**config.mk**
```make
export PLATFORM = sky130hd
export DESIGN_NAME = mdu_scheduler
export DESIGN_NICKNAME = d
export VERILOG_FILES = /design/src/rtl/mdu_scheduler_pkg.sv /design/src/rtl/mdu_lat_counter.sv /design/src/rtl/mdu_scheduler.sv
export SDC_FILE = /design/constraint.sdc
export NUM_CORES = 1
export LEC_CHECK = 0
export BUFFER_PORTS_ARGS = -buffer_cell sky130_fd_sc_hd__buf_2
export CAP_MARGIN = 20
export CORE_MARGIN = 2
export CORE_UTILIZATION = 55
export CTS_BUF_LIST = sky130_fd_sc_hd__clkbuf_8
export DETAILED_ROUTE_END_ITERATION = 8
export HOLD_SLACK_MARGIN = 0.02
export PLACE_DENSITY = 0.83
export SLEW_MARGIN = 5
export SYNTH_ARGS = -nofsm -noshare
export SYNTH_HDL_FRONTEND = slang
export SYNTH_SLANG_ARGS = --single-unit
```
**constraint.sdc**
```tcl
create_clock -name clk -period 8.3 [get_ports clk]
set_clock_uncertainty 0.15 [all_clocks]
set_input_delay 0.83 -clock clk [delete_from_list [all_inputs] [get_ports clk]]
set_output_delay 0.83 -clock clk [all_outputs]
set_load 0.01 [all_outputs]
```
**src/rtl/mdu_scheduler_pkg.sv**
```systemverilog
// mdu_scheduler_pkg: shared definitions for the HI/LO multiply/divide issue controller.
//   - MDU op encodings (3-bit req_op field from E-stage decode)
//   - scheduler FSM state encoding
//   - default multiply/divide latencies
package mdu_scheduler_pkg;

    localparam int unsigned MUL_LAT_DEFAULT = 5;
    localparam int unsigned DIV_LAT_DEFAULT = 10;
    localparam int unsigned CNT_W_DEFAULT   = 4;

    typedef enum logic [2:0] {
        OpMultu = 3'd0,
        OpMult  = 3'd1,
        OpDivu  = 3'd2,
        OpDiv   = 3'd3,
        OpMthi  = 3'd4,
        OpMtlo  = 3'd5,
        OpMfhi  = 3'd6,
        OpMflo  = 3'd7
    } mdu_op_e;

    typedef enum logic [1:0] {
        StIdle = 2'd0,
        StMul  = 2'd1,
        StDiv  = 2'd2
    } mdu_state_e;

    // Ops that occupy the unit for a full multiply/divide latency.
    function automatic logic is_arith_op(input logic [2:0] op);
        return (op[2] == 1'b0);
    endfunction

    function automatic logic is_div_op(input logic [2:0] op);
        return (op[2:1] == 2'b01);
    endfunction

endpackage

```
**src/rtl/mdu_lat_counter.sv**
```systemverilog
// mdu_lat_counter: loadable down-counter modelling the MDU's busy latency.
// Ports:
//   clk, reset   clock, synchronous active-high reset (value -> 0)
//   load         load load_val this edge (takes priority over counting)
//   load_val     value loaded on load
//   value        current count
//   zero         value == 0
// The counter decrements each cycle while non-zero and holds at zero.
module mdu_lat_counter #(
    parameter int unsigned CNT_W = 4
) (
    input  logic             clk,
    input  logic             reset,
    input  logic             load,
    input  logic [CNT_W-1:0] load_val,
    output logic [CNT_W-1:0] value,
    output logic             zero
);

    logic [CNT_W-1:0] cnt_q, cnt_d;

    always_comb begin
        cnt_d = cnt_q;
        if (load) begin
            cnt_d = load_val;
        end else if (cnt_q != '0) begin
            cnt_d = cnt_q - 1'b1;
        end
    end

    always_ff @(posedge clk) begin
        if (reset) begin
            cnt_q <= '0;
        end else begin
            cnt_q <= cnt_d;
        end
    end

    assign value = cnt_q;
    assign zero  = (cnt_q == '0);

endmodule

```
**src/rtl/mdu_scheduler.sv**
```systemverilog
// mdu_scheduler: issue and hazard controller for the HI/LO multiply/divide unit.
// Accepts or stalls each E-stage MDU request and emits the single-cycle strobes the
// datapath latches on. Unit latency is modelled internally, so stall depends on
// this block only.
// Ports:
//   clk, reset    clock, synchronous active-high reset
//   req_valid     E stage holds an MDU instruction
//   req_op        MDU op code (mdu_op_e)
//   divisor_zero  E-stage divisor operand is zero
//   flush         E-stage instruction is being killed
//   stall         hold F/D/E (combinational)
//   start         datapath starts a multiply/divide (combinational)
//   mul_op        00 multu, 01 mult, 10 divu, 11 div while start=1, else 00
//   wr_hi, wr_lo  write HI/LO from SrcA this edge (combinational)
//   rd_hi         MFHI/MFLO result select, 1=HI (combinational)
//   busy          unit occupied (registered)
//   div0_flag     sticky divide-by-zero indicator, cleared by reset only
//   stall_cnt     saturating count of stall cycles
module mdu_scheduler
    import mdu_scheduler_pkg::*;
#(
    parameter int unsigned MUL_LAT = MUL_LAT_DEFAULT,
    parameter int unsigned DIV_LAT = DIV_LAT_DEFAULT,
    parameter int unsigned CNT_W   = CNT_W_DEFAULT
) (
    input  logic        clk,
    input  logic        reset,
    input  logic        req_valid,
    input  logic [2:0]  req_op,
    input  logic        divisor_zero,
    input  logic        flush,
    output logic        stall,
    output logic        start,
    output logic [1:0]  mul_op,
    output logic        wr_hi,
    output logic        wr_lo,
    output logic        rd_hi,
    output logic        busy,
    output logic        div0_flag,
    output logic [15:0] stall_cnt
);

    mdu_state_e       state_q, state_d;
    logic             div0_flag_q, div0_flag_d;
    logic [15:0]      stall_cnt_q, stall_cnt_d;

    logic             live_req;
    logic             accept;
    logic             cnt_load;
    logic [CNT_W-1:0] cnt_load_val;
    logic [CNT_W-1:0] cnt_value;
    logic             cnt_zero;

    assign busy = (state_q != StIdle);

    // Reset and flush both kill the request for this cycle.
    assign live_req = req_valid & ~flush & ~reset;
    assign accept   = live_req & ~busy;

    assign cnt_load     = accept & is_arith_op(req_op);
    assign cnt_load_val = is_div_op(req_op) ? CNT_W'(DIV_LAT) : CNT_W'(MUL_LAT);

    mdu_lat_counter #(
        .CNT_W (CNT_W)
    ) u_lat_counter (
        .clk      (clk),
        .reset    (reset),
        .load     (cnt_load),
        .load_val (cnt_load_val),
        .value    (cnt_value),
        .zero     (cnt_zero)
    );

    // State register
    always_ff @(posedge clk) begin
        if (reset) begin
            state_q <= StIdle;
        end else begin
            state_q <= state_d;
        end
    end

    // Next-state logic
    always_comb begin
        state_d = state_q;
        unique case (state_q)
            StIdle: begin
                if (cnt_load) begin
                    state_d = is_div_op(req_op) ? StDiv : StMul;
                end
            end
            StMul, StDiv: begin
                // Zero check guards against a counter that never got loaded.
                if ((cnt_value == CNT_W'(1)) || cnt_zero) begin
                    state_d = StIdle;
                end
            end
            default: state_d = StIdle;
        endcase
    end

    // Output logic
    always_comb begin
        stall  = 1'b0;
        start  = 1'b0;
        mul_op = 2'b00;
        wr_hi  = 1'b0;
        wr_lo  = 1'b0;
        rd_hi  = 1'b0;
        if (live_req && busy) begin
            stall = 1'b1;
        end else if (accept) begin
            unique case (mdu_op_e'(req_op))
                OpMultu, OpMult, OpDivu, OpDiv: begin
                    start  = 1'b1;
                    mul_op = req_op[1:0];
                end
                OpMthi: wr_hi = 1'b1;
                OpMtlo: wr_lo = 1'b1;
                OpMfhi: rd_hi = 1'b1;
                OpMflo: rd_hi = 1'b0;
                default: ;
            endcase
        end
    end

    // Sticky divide-by-zero flag and saturating stall counter
    always_comb begin
        div0_flag_d = div0_flag_q;
        if (start && is_div_op(req_op) && divisor_zero) begin
            div0_flag_d = 1'b1;
        end
        stall_cnt_d = stall_cnt_q;
        if (stall && (stall_cnt_q != 16'hFFFF)) begin
            stall_cnt_d = stall_cnt_q + 16'd1;
        end
    end

    always_ff @(posedge clk) begin
        if (reset) begin
            div0_flag_q <= 1'b0;
            stall_cnt_q <= 16'd0;
        end else begin
            div0_flag_q <= div0_flag_d;
            stall_cnt_q <= stall_cnt_d;
        end
    end

    assign div0_flag = div0_flag_q;
    assign stall_cnt = stall_cnt_q;

endmodule

```
**After elaboration in Yosys (flattened, before gate mapping)**

Index checks and enable logic that the tools add are counted.

- Output and inout bits: 25
- Register bits after elaboration: 23

- Equal/unequal tests: 13
- Bitwise gates (word level): 8
- Muxes and demuxes: 23
- Add/sub/neg operators: 2
- Reduce and logical (&&, ||, !) cells: 14

Operator list:

| kind | number |
|---|---|
| $add 16x1->16 const B | 1 |
| $ne 16x16->1 const B | 1 |
| $mux 1 | 13 |
| $mux 2 | 6 |
| $mux 4 | 3 |
| $eq 3x3->1 const B | 3 |
| $eq 3x2->1 const B | 2 |
| $and 1x1->1 | 4 |
| $eq 2x1->1 const B | 2 |
| $eq 4x1->1 const B | 1 |
| $logic_and 1x1->1 | 4 |
| $logic_not 4->1 | 1 |
| $ne 2x2->1 const B | 2 |
| $not 1->1 | 4 |
| $pmux 2 s2 | 1 |
| $reduce_bool 2->1 | 2 |
| $reduce_bool 4->1 | 1 |
| $reduce_or 4->1 | 1 |
| $sub 4x1->4 const B | 1 |
| $eq 3x1->1 const B | 1 |
| $logic_not 3->1 | 1 |
| $eq 2x2->1 const B | 1 |
| $logic_not 2->1 | 1 |
| $reduce_and 2->1 | 1 |
| other kinds (2) | 2 |

**Longest topological paths before layout**

- Word-level depth: 8
- Depth in mapped cells: 8
- Depth with buffers taken out: 7

**Cells and area by module**

Synthesis repeated with hierarchy kept, for this count alone.

- Cells, all modules: 152
- Area total of the unflattened synthesis: 1323.8 µm²

Modules (own cells, without submodules):

| module | times used | seq. area each (µm²) | cells each | area each (µm²) |
|---|---|---|---|---|
| mdu_scheduler | 1 | 380.4 | 128 | 1094.8 |
| mdu_lat_counter | 1 | 80.1 | 24 | 229.0 |

**Worst setup path before layout**

No wires, ideal clock.

- Kind: input port to flip-flop
- Start: in flush
- End: reg stall_cnt_q[15] (netlist: stall_cnt[15])
- Path buffers: 2
- Path slack: 5343 ps
- Stages on the path: 6
- Data arrival time: 2737 ps
- Path through: or4b_1 buf_2 or4_1 buf_2 or4_1 a21oi_1

- Cells in the longest elaborated chain, start to end: 6

RTL lines:

| what | RTL line | text |
|---|---|---|
| from (decl) | mdu_scheduler.sv:31 | `input logic flush,` |
| $not 1->1 | mdu_scheduler.sv:57 | `assign live_req = req_valid & ~flush & ~reset;` |
| $and 1x1->1 (2 in series) | mdu_scheduler.sv:57 |  |
| $logic_and 1x1->1 | mdu_scheduler.sv:110 | `if (live_req && busy) begin` |
| $mux 1 | mdu_scheduler.sv:110 |  |
| $logic_and 1x1->1 | mdu_scheduler.sv:134 | `if (stall && (stall_cnt_q != 16'hFFFF)) begin` |
| to (signal assigned) | mdu_scheduler.sv:145 | `stall_cnt_q <= stall_cnt_d;` |
| to (decl) | mdu_scheduler.sv:45 | `logic [15:0] stall_cnt_q, stall_cnt_d;` |

Every way passes these cells.
A chain may end at the register's enable or synchronous reset.

**Worst setup path after layout**

- Start: in reset
- End: out start

- Cells in the longest elaborated chain, start to end: 5
- Elaborated cells on any way between the ends: 6

RTL lines:

| what | RTL line | text |
|---|---|---|
| from (decl) | mdu_scheduler.sv:27 | `input logic reset,` |
| $not 1->1 (*) | mdu_scheduler.sv:57 |  |
| $and 1x1->1 (*) | mdu_scheduler.sv:57 |  |
| $and 1x1->1 | mdu_scheduler.sv:58 | `assign accept = live_req & ~busy;` |
| $mux 1 | mdu_scheduler.sv:112 | `end else if (accept) begin` |
| $mux 1 (*) | mdu_scheduler.sv:110 |  |
| to (decl) | mdu_scheduler.sv:33 | `output logic start,` |

Mark *: on every way between the ends. The rest lies on a longest branch, timed or not.

==> impl_metrics.json <==
{
  "status": "finished clean",
  "synth_cells": 156,
  "start_util_pct": 57.1,
  "pwr-share-seq_pct": 49.3,
  "finalSetupTns_ns": 0,
  "place_congestion": 0.825,
  "avgViaCountPerCell": 5.89,
  "die-area_mm2": 0.00267,
  "multi_input_area_um2": 721,
  "path_class": "primary input to primary output",
  "synth_flop_cell": "dfxtp_1",
  "r2r_start": "state_q[0]",
  "hpwl_mm": 2.00,
  "fmax_ghz": 0.307,
  "finalInstanceArea_mm2": 0.00147,
  "ant_nets": 0,
  "layout_min_cycle_time_ns": 3.26,
  "p_clk_share_pct": 26.6,
  "drtPass1Iterations": 5,
  "die_h_um": 51.7,
  "syn_avg_cell_area_um2": 8.02,
  "drt-total-wl_mm": 2.73,
  "power_switching_share_pct": 29.0,
  "hold_ws_ns": 0.329,
  "post-route-period-util_pct": 39.3,
  "cp_slowest_stage_delay_ns": 0.63,
  "cp_slowest_cell": "nor4bb_1",
  "grt_max_degree": 26,
  "num_io_pins": 33,
  "track_usage_pct": 22.4,
  "yosysSeqAreaShare_pct": 36.8,
  "cts_made_buffers": 3,
  "htree_num_levels": 1,
  "synth.ff_latch_count": 23,
  "setup_ws_ns": 5.04,
  "core_mm2": 0.00219,
  "final_common_cell": "buf_2",
  "diodes": 0,
  "crit_required_ns": 7.32,
  "vias": 1261,
  "antenna_found_initial": 0,
  "cp_common_cell": "buf_2",
  "syn_to_final_growth_pct": 17.2,
  "synth_nets": 168,
  "holdCritPathClass": "register to register",
  "async_flop_share_pct": 0,
  "cts_resized": 0,
  "ys_types": 33,
  "crit_fanout": 25,
  "arrival_ns": 2.28,
  "synth_area_mm2": 0.00125,
  "path_cells": "buf_2 -> nor4bb_1 -> nand2_1 -> inv_1 -> buf_2",
  "die_w_um": 51.7,
  "detailed_place.area_mm2": 0.00142,
  "max_cap_violations": 0,
  "wl_per_cell_um": 12.7,
  "root_buffer": "clkbuf_8",
  "ys.warnings.count": 0,
  "startpoint_type": "primary input",
  "final_layout_size_suffix_gt1_share_pct": 19.4,
  "seq_area_um2": 460,
  "switching_power_w": 0.0000741,
  "finalHoldViolCount": 0,
  "rsz0062_at_grt": "false",
  "ctsLongestPathBuffers": 2,
  "grt-ovfl-total": 0,
  "leakage_nw": 0.573,
  "grt_pass1_vias": 1155,
  "first_iter_violations": 19,
  "cts_hold_buf": 0,
  "clock-sinks": 23,
  "setup_viol": 0,
  "p_per_area_mw_per_mm2": 174,
  "cts_tree": "built",
  "grt_pass1_wl_mm": 4.64,
  "drc": 0,
  "hold_start": "state_q[0]",
  "vdd_drop_max_mv": 0.152,
  "most-common-layout-cells": "32 x buf_2, 23 x dfxtp_1, 22 x a21oi_1",
  "port_buffers": 32,
  "post-place-ws_ns": 4.90,
  "synth_edf_count": 0,
  "final_nets": 199,
  "fillers": 194,
  "slew_headroom_pct": 36.3,
  "power.internal_w": 0.000181,
  "clk_latency_ns": 0.26,
  "setup.worst_path.start": "reset",
  "maxSlewViolCount": 0,
  "end_kind": "primary output",
  "cts_setup_buffers": 0,
  "power_w": 0.000256,
  "clk_pin_slew_worst_paths_ns": 0.08,
  "tightestPinTransition_ns": 0.946,
  "p_comb_share_pct": 24.1,
  "row_count": 17
}
[flip-flops by register name (all words and copies together), names as in the netlist]
name and flops:
div0_flag 1, u_lat_counter.value 4, stall_cnt 16, state_q 2
[power by group through the flow]
stage	Sequential, W	Combinational [W]	Clock, W
6_report	0.000126	0.0000616	0.0000680
5_1_grt	0.000127	0.0000687	0.0000745
4_1_cts	0.000126	0.0000621	0.0000700
3_5_place_dp	0.000129	0.0000614	0
3_3_place_gp	0.000128	0.0000586	0
2_1_floorplan	0.000127	0.0000508	0
[worst max-delay path: cells and delay by family]
kind,cells,cell delay [ns]
and+or+nand+nor,2,0.89
buffers and inverters,3,0.56
[routing by layer]
metal	track usage [%]	wire length, um	up-vias	part of all wire, %
met2	39.7	1370	37	50
met5	0	0	-	0
met1	27.2	1190	579	44
li1	-	-	643	-
met3	2.87	145	2	5.3
met4	9.21	17	0	0.62
[final cells by class]
type                       count  share of cell area [%]
clock buffer                   3                    2.82
clock inverter                 1                   0.256
inverter                      12                    3.07
multi-input combinational    115                    49.1
sequential                    23                    31.4
tap                           28                    2.39
timing repair buffer          32                    10.9
[cells in the mapped netlist, types with 3 or more instances]
cell	n	area, um2
mux2i_1	3	30.0
clkbuf_1	4	15.0
a21oi_1	22	110
inv_1	12	45.0
nand3_1	7	35.0
or3_1	5	31.3
nor4_1	5	31.3
nor2_1	5	18.8
o21ai_0	6	30.0
dfxtp_1	23	460
nor3_1	6	30.0
nor3b_1	3	22.5
nand4_1	4	25.0
ha_1	4	50.1
o31ai_1	7	52.6
nand2_1	9	33.8
or4_1	8	60.1
a211oi_1	3	22.5
[stage by stage]
step	util, %	std cells
3_3_place_gp	64.9	210
3_5_place_dp	64.9	210
4_1_cts	66.9	214
5_1_grt	66.9	214
6_report	66.9	214
2_1_floorplan	-	156
[worst paths after layout]
path,slack [ns],cells after the start,to
worst max register to register,5.48,6,stall_cnt[15]
worst max-delay path,5.04,5,start
worst min-delay path,0.33,2,state_q[0]
worst min register to register,0.33,2,state_q[0]
[cell families after synthesis]
family,after synthesis,synth area share [%]
AOI/OAI and AO/OA,41,19.3
DFF,23,36.8
buffers and inverters,18,5.60
muxes,3,2.40
adders and majority gates,4,4.00
xor gates and xnor gates,2,1.40
and+or+nand+nor,65,30.5
Note: power is estimated with default switching activity, not from simulation.
